`src/rtl/cla_pipe_adder.sv`:
```
// Pipelined carry-lookahead adder/subtractor, 16-bit 4x4 CLA slice per stage; CLA_PIPE_FLAGS_EN adds ovf/zero.
// Latency: WIDTH/16 cycles from accept to out_valid; one operation per cycle.
// Backpressure: the whole pipe freezes while a result is held (out_valid && !out_ready); in_ready follows.
module cla_pipe_adder #(
    parameter int WIDTH = 32
) (
    input  logic             clk,
    input  logic             rst_n,
    input  logic             in_valid,
    output logic             in_ready,
    input  logic [WIDTH-1:0] A,
    input  logic [WIDTH-1:0] B,
    input  logic             carry_in,
    input  logic             sub,
    output logic             out_valid,
    input  logic             out_ready,
    output logic [WIDTH-1:0] sum,
    output logic             carry_out,
    output logic             ovf,
    output logic             zero
);
    localparam int L = WIDTH / 16;

    // Two-level CLA: bit carries from in-group lookahead, group carries from group G/P.
    function automatic logic [16:0] cla16(input logic [15:0] a, input logic [15:0] b, input logic ci);
        logic [15:0] g, p, c;
        logic [3:0]  gg, gp;
        logic [4:0]  gc;
        g = a & b;
        p = a ^ b;
        for (int j = 0; j < 4; j++) begin
            gg[j] = g[4*j+3] | (p[4*j+3] & g[4*j+2]) | (p[4*j+3] & p[4*j+2] & g[4*j+1])
                  | (p[4*j+3] & p[4*j+2] & p[4*j+1] & g[4*j]);
            gp[j] = &p[4*j +: 4];
        end
        gc[0] = ci;
        gc[1] = gg[0] | (gp[0] & ci);
        gc[2] = gg[1] | (gp[1] & gg[0]) | (gp[1] & gp[0] & ci);
        gc[3] = gg[2] | (gp[2] & gg[1]) | (gp[2] & gp[1] & gg[0]) | (gp[2] & gp[1] & gp[0] & ci);
        gc[4] = gg[3] | (gp[3] & gg[2]) | (gp[3] & gp[2] & gg[1]) | (gp[3] & gp[2] & gp[1] & gg[0])
              | (gp[3] & gp[2] & gp[1] & gp[0] & ci);
        for (int j = 0; j < 4; j++) begin
            c[4*j]   = gc[j];
            c[4*j+1] = g[4*j] | (p[4*j] & gc[j]);
            c[4*j+2] = g[4*j+1] | (p[4*j+1] & g[4*j]) | (p[4*j+1] & p[4*j] & gc[j]);
            c[4*j+3] = g[4*j+2] | (p[4*j+2] & g[4*j+1]) | (p[4*j+2] & p[4*j+1] & g[4*j])
                     | (p[4*j+2] & p[4*j+1] & p[4*j] & gc[j]);
        end
        return {gc[4], p ^ c};
    endfunction

    logic             out_valid_q;
    logic             carry_q;
    logic [WIDTH-1:0] sum_q;
    logic             advance;
    logic [WIDTH-1:0] b_eff;
    logic             c_eff;

    assign advance  = !out_valid_q || out_ready;
    assign in_ready = advance;
    assign b_eff    = sub ? ~B : B;
    assign c_eff    = sub | carry_in;

    // Stage k holds slice k onward of the operands (already-consumed slices dropped)
    // plus the finished lower result slices, so every bit that is stored is used.
    genvar k;
    for (k = 0; k < L; k++) begin : g_stg
        localparam int REM = WIDTH - 16*k;
        logic             v_cur;
        logic             c_cur;
        logic [REM-1:0]   a_cur;
        logic [REM-1:0]   b_cur;
        logic [16*k+15:0] s_acc;
        logic [16:0]      r;

        assign r = cla16(a_cur[15:0], b_cur[15:0], c_cur);

        if (k == 0) begin : g_in
            always_ff @(posedge clk or negedge rst_n) begin
                if (!rst_n) begin
                    v_cur <= 1'b0;
                    c_cur <= 1'b0;
                    a_cur <= '0;
                    b_cur <= '0;
                end else if (advance) begin
                    v_cur <= in_valid;
                    c_cur <= c_eff;
                    a_cur <= A;
                    b_cur <= b_eff;
                end
            end
            assign s_acc = r[15:0];
        end else begin : g_in
            logic [16*k-1:0] s_lo_q;
            always_ff @(posedge clk or negedge rst_n) begin
                if (!rst_n) begin
                    v_cur  <= 1'b0;
                    c_cur  <= 1'b0;
                    a_cur  <= '0;
                    b_cur  <= '0;
                    s_lo_q <= '0;
                end else if (advance) begin
                    v_cur  <= g_stg[k-1].v_cur;
                    c_cur  <= g_stg[k-1].r[16];
                    a_cur  <= g_stg[k-1].a_cur[REM+15:16];
                    b_cur  <= g_stg[k-1].b_cur[REM+15:16];
                    s_lo_q <= g_stg[k-1].s_acc;
                end
            end
            assign s_acc = {r[15:0], s_lo_q};
        end
    end

    always_ff @(posedge clk or negedge rst_n) begin
        if (!rst_n) begin
            out_valid_q <= 1'b0;
            sum_q       <= '0;
            carry_q     <= 1'b0;
        end else if (advance) begin
            out_valid_q <= g_stg[L-1].v_cur;
            sum_q       <= g_stg[L-1].s_acc;
            carry_q     <= g_stg[L-1].r[16];
        end
    end

    assign out_valid = out_valid_q;
    assign sum       = sum_q;
    assign carry_out = carry_q;

`ifdef CLA_PIPE_FLAGS_EN
    logic ovf_q;
    logic zero_q;
    logic msb_cin;

    // Carry into the MSB recovered from the MSB sum bit: s = a ^ b ^ c.
    assign msb_cin = g_stg[L-1].a_cur[15] ^ g_stg[L-1].b_cur[15] ^ g_stg[L-1].r[15];

    always_ff @(posedge clk or negedge rst_n) begin
        if (!rst_n) begin
            ovf_q  <= 1'b0;
            zero_q <= 1'b0;
        end else if (advance) begin
            ovf_q  <= msb_cin ^ g_stg[L-1].r[16];
            zero_q <= ~|g_stg[L-1].s_acc;
        end
    end

    assign ovf  = ovf_q;
    assign zero = zero_q;
`else
    assign ovf  = 1'b0;
    assign zero = 1'b0;
`endif

endmodule
```
`config.mk`:
```
export PLATFORM = sky130hd
export DESIGN_NAME = cla_pipe_adder
export DESIGN_NICKNAME = d
export VERILOG_FILES = /design/src/rtl/cla_pipe_adder.sv
export SDC_FILE = /design/constraint.sdc
export NUM_CORES = 1
export LEC_CHECK = 0
export ABC_AREA = 1
export ABC_CLOCK_PERIOD_IN_PS = 2950
export CORE_ASPECT_RATIO = 1.2
export CORE_MARGIN = 4
export CORE_UTILIZATION = 35
export DETAILED_ROUTE_END_ITERATION = 10
export GPL_TIMING_DRIVEN = 0
export PLACE_DENSITY = 0.57
export SLEW_MARGIN = 40
export SYNTH_ARGS = -nofsm -noshare
export SYNTH_HDL_FRONTEND = slang
export SYNTH_SLANG_ARGS = --single-unit
export TNS_END_PERCENT = 1
```
`constraint.sdc`:
```
create_clock -name clk -period 2.95 [get_ports clk]
set_input_delay 0.59 -clock clk [delete_from_list [all_inputs] [get_ports clk]]
set_output_delay 0.59 -clock clk [all_outputs]
set_load 0.02 [all_outputs]
```
# Word level (Yosys, flattened, before mapping)
# Cells that the tools add are included.
dict set report op_classes {
  muxes 1
  n_reduce_logical 10
  bitwise 244
}
# cell n
set op_table {}
lappend op_table {{AND 1 bit} 144}
lappend op_table {{bitwise OR 1 bit} 93}
lappend op_table {{bitwise XOR 16 bit} 4}
lappend op_table {{AND 16 bit} 2}
lappend op_table {{two-way mux 32 bit} 1}
lappend op_table {{inverter 32 bit} 1}
lappend op_table {{AND reduction 4 bit} 8}
lappend op_table {{zero test 1 bit} 1}
lappend op_table {{logical OR 1 bit} 1}
dict set report totals {
  out_inout_bits 37
  ff_bits 150
  in_bits 70
}

# Longest topological paths before layout
dict set report logic_depth {
  word_depth 12
  depth_mapped 12
  mapped_depth_nobuf 12
}

# Worst setup path after synthesis
# No wires, ideal clock.
dict set report synth_path {
  kind {reg2reg}
  from {register g_stg[0].a_cur[1]}
  to {register g_stg[1].g_in.s_lo_q[13]}
  required_ns 2.815
  synth_period_minus_slack_ns 1.960
  path_stages_with_launch 10
  path_slack_ns 0.990
  t_arrival_ns 1.825
  path_cell_list {dfrtp_1 -> ha_1 -> or2_4 -> nand3_4 -> nand2_4 -> nand2_4 -> nand2_4 -> fa_1 -> xnor2_1 -> o21ai_0}
}
dict set report synth_between {
  elab_chain_len 10
  elab_cells_between_ends 16
}
# item line
set synth_rtl {}
lappend synth_rtl {{start: declaration} 71} ;# logic [REM-1:0] a_cur;
lappend synth_rtl {{start signal: assignment} 83} ;# a_cur <= '0;
lappend synth_rtl {{start signal: assignment} 88} ;# a_cur <= A;
lappend synth_rtl {{AND 16 bit / bitwise XOR 16 bit (equally long branches)} {29, 30}}
lappend synth_rtl {{AND 1 bit, on equally long branches} {32, 33}}
lappend synth_rtl {{bitwise OR 1 bit / AND 1 bit (equally long branches)} {32, 33}}
lappend synth_rtl {{bitwise OR 1 bit} 33} ;# | (p[4*j+3] & p[4*j+2] & p[4*j+1] & g[4*j]);
lappend synth_rtl {{AND 1 bit} 39} ;# gc[3] = gg[2] | (gp[2] & gg[1]) | (gp[2] & gp[1] & gg[0]) | (gp[2] & gp[1] & gp[0] & ci);
lappend synth_rtl {{bitwise OR 1 bit} 39}
lappend synth_rtl {{bitwise OR 1 bit (*)} 39}
lappend synth_rtl {{AND 1 bit (*)} 44} ;# c[4*j+1] = g[4*j] | (p[4*j] & gc[j]);
lappend synth_rtl {{bitwise OR 1 bit (*)} 44}
lappend synth_rtl {{bitwise XOR 16 bit (*)} 49} ;# return {gc[4], p ^ c};
lappend synth_rtl {{end signal: assignment} 107} ;# s_lo_q <= g_stg[k-1].s_acc;
lappend synth_rtl {{end: declaration} 94} ;# logic [16*k-1:0] s_lo_q;
# Mark *: on every way between the ends. The rest lies on a longest branch, timed or not.
# A chain may end at the register's enable or synchronous reset.

# Worst setup path after layout
dict set report layout_path {
  from {input port out_ready}
  to {output port in_ready}
}
dict set report layout_between {
  elab_chain_len 1
}
# item line
set layout_rtl {}
lappend layout_rtl {{start: declaration} 16} ;# input logic out_ready,
lappend layout_rtl {{logical OR 1 bit} 59} ;# assign advance = !out_valid_q || out_ready;
lappend layout_rtl {{end: declaration} 10} ;# output logic in_ready,
# Every way passes these cells.

==> impl_results.md <==
* Worst VDD drop at 0.538 mV
* Global Route Usage Sum at 17.2%
* Power Density at 1030 nW/um2
* Yosys top cell area share at 50.3%
* WP data required at 2.36 ns
* Worst setup SP type: input pin
* Final setup TNS at 0 ns
* CTS H-Tree Depth at 4
* Yosys warns at 0
* Cells after DPL at 1213
* DR DRC count at 0
* Die W at 141 um
* Slew @ Worst Pin at 0.750 ns
* Reg power frac at 34.6%
* CP Class: input pin to primary output
* Switching power at 3.85 mW
* Fin. Hold Viols at 0
* Pre-Repair DR Iteration Count at 4
* Cell Chain, Critical Path: clkdlybuf4s50_1 > nor2_4 > inv_2 > buf_2 > buf_4 > dlygate4sd2_1
* Longest Clk Path Bufs at 2
* RSZ-0062 raised after global routing: no
* Ports at 107
* Int Pwr at 5.89 mW
* Slowest cell delay on critical path at 0.44 ns
* Vias at 5736
* Fmax at 368 MHz
* RePlAce Congestion at 0.800
* Post-synthesis sequential area ratio at 50.3%
* Outcome: finished, final reports clean
* Vias per cell at 4.61
* Setup ws final at 0.233 ns
* Max-slew violations at 0
* DR iter-0 viols at 304
* Arr. time, crit path at 2.13 ns
* Synthesized area at 7460 um2
* Die Ht at 168 um
* Filler Cell Count at 2103
* Slowest cell on the critical path: clkdlybuf4s50_1
* Clock sink count at 150
* Pre-CTS setup slack at -0.0846 ns
* CTS tree: done
* Flops & latches, synth at 150
* Final worst-path cycle share at 92.1%
* Hold slack final at 0.0734 ns
* Gate Count Post-Synth at 837
* Clock Skews at 0.00612 ns
* Final layout net count at 1072
* Area grow syn2layout at 27.3%
* Largest net degree at the start of global routing at 53
* Ant diodes at 0
* Rel. slew slack at 50.0%
* Comb pwr share at 42.7%
* CTS root buf: clkbuf_16
* Die area at 23700 um2
* Max_cap viols at 0
* Antenna viol nets, final at 0
* Clk slew on worst S/H paths at 0.06 ns
* Starting Density at 35.6%
* Leak at 4.58 nW
* Setup repair bufs after CTS at 0
* Post-synth top area cell: dfrtp_1
* Yosys cell types at 42
* Hpwl dp at 14600 um
* # rows at 58
* Mean Syn Cell Area at 8.92 um2
* Core Util, Final at 45.3%
* Remaining Overflow, GRT at 0
* Clk_lat worst skew at 0.42 ns
* Non-filler cells, final at 1245
* Area contributors post-synth: dfrtp_1 50%, nand2_1 15%, ha_1 5.4%, o21ai_0 5.2%, xnor2_1 4.5%
* Vias in the first global route at 5923
* Detailed-route wire length per cell at 15.7 um
* CTS Buf Count at 17
* Clock share of power at 22.7%
* Switch share at 39.5%
* Crit. End Element: primary output
* Port Buf Inserts at 103
* Worst-path fanout max at 10
* Initial antenna violation count at 0
* Hold WC Path Type: input pin to async pin
* Final setup vio count at 0
* Global-route wire length before repair at 31600 um
* Drt total wl at 19600 um
* Core ar. at 21000 um2
* Period minus WS final at 2.72 ns
* Layout cell share with drive strength beyond 1 at 10.7%
==> what timing repair did <==
item,in CTS,in global routing
hold buffers,0,0
setup endpoints to repair,1,0
endpoints found under the hold margin,0,0
resized for setup,2,0
==> sequential cells by signal, indices dropped and copies added, names as in the netlist <==
register / count
out_valid: 1
g_stg.g_in.s_lo_q: 16
g_stg.c_cur: 2
g_stg.v_cur: 2
carry_out: 1
g_stg.a_cur: 48
sum: 32
g_stg.b_cur: 48
==> cell type report <==
type                            instances  area (um2)  area share [%]
Buffer                                 38         201            2.12
Clock buffer                           20         447            4.70
Clock inverter                         12         154            1.62
Inverter                               67         253            2.66
Multi-Input combinational cell        583        3260            34.4
Sequential cell                       150        3750            39.5
Tap cell                              270         338            3.56
Timing Repair Buffer                  105        1090            11.5
==> synthesized netlist by cell type, drive strengths merged <==
master  instances
nand2         326
dfrtp         150
o21ai          95
inv            65
xnor2          38
ha             32
buf            27
nand3          25
a21oi          16
clkbuf         11
nor2           10
fa              8
nor3            6
nand3b          5
a221oi          4
or2             3
and3            2
clkinv          2
nand4           2
o21bai          2
xor2            2
a21o            1
a31oi           1
conb            1
o22a            1
o311ai          1
o31ai           1
==> per-stage QoR <==
step / area (um2) / power [mW]
3_3_place_gp: 8840 / 7.51
6_report: 9500 / 9.74
3_5_place_dp: 8900 / 7.58
2_1_floorplan: 7470 / 6.04
4_1_cts: 9500 / 9.85
5_1_grt: 9500 / 10.5
==> cell usage in the layout, fill, tap and decap left out, types with 5 or more instances in the layout <==
cell type / count
nand3b_1: 5
nand2_4: 11
clkdlybuf4s50_1: 101
nor2_1: 9
nand3_1: 23
clkbuf_1: 11
fa_1: 8
o21ai_1: 18
nand2_1: 300
ha_1: 32
a21oi_1: 12
buf_2: 19
clkbuf_16: 17
inv_2: 7
xnor2_1: 38
o21ai_0: 77
inv_1: 58
nand2_2: 15
dfrtp_1: 150
==> routing by layer <==
metal	routed length [um]	vias up	global-route usage (%)
li1	-	2901	-
met1	8510	2689	21.7
met2	9830	120	29.3
met3	733	26	3.27
met4	484	0	6.15
met5	0	-	0
==> final timing paths <==
check / from / slack, ns / cells past startpoint / end
hold / removal: rst_n / 0.07 / 1 / g_stg[0].a_cur[11]$_DFFE_PN0P_
hold reg to reg: g_stg[0].b_cur[31]$_DFFE_PN0P_ / 0.47 / 2 / g_stg[1].b_cur[15]$_DFFE_PN0P_
setup / recovery: out_ready / 0.23 / 6 / in_ready
max in group asynchronous: rst_n / 1.98 / 3 / g_stg[1].a_cur[11]$_DFFE_PN0P_
min in group clk: g_stg[0].b_cur[31]$_DFFE_PN0P_ / 0.47 / 2 / g_stg[1].b_cur[15]$_DFFE_PN0P_
setup reg to reg: g_stg[1].a_cur[1]$_DFFE_PN0P_ / 0.74 / 9 / sum[29]$_DFFE_PN0P_
==> power by group through the flow <==
stage / combinational [mW] / sequential (mW) / clock [mW]
6_report: 4.16 / 3.37 / 2.21
5_1_grt: 4.71 / 3.45 / 2.35
4_1_cts: 4.22 / 3.38 / 2.26
3_5_place_dp: 4.18 / 3.40 / 0
2_1_floorplan: 2.54 / 3.50 / 0
3_3_place_gp: 4.11 / 3.40 / 0
==> worst max-delay path: cells and delay by family <==
family | cells | cell delay [ns]
and+or+nand+nor | 1 | 0.28
buffers and inverters | 5 | 1.26
==> logic make-up after synthesis <==
kind of cell    share of synthesized area (%)
flops                                    50.3
buf+inv                                  6.05
fa+ha+maj                                7.51
simple gates                             22.4
xor+xnor                                 4.69
other cells                            0.0502
compound gates                           9.03
No activity file was read; power rests on OpenSTA's default activity.
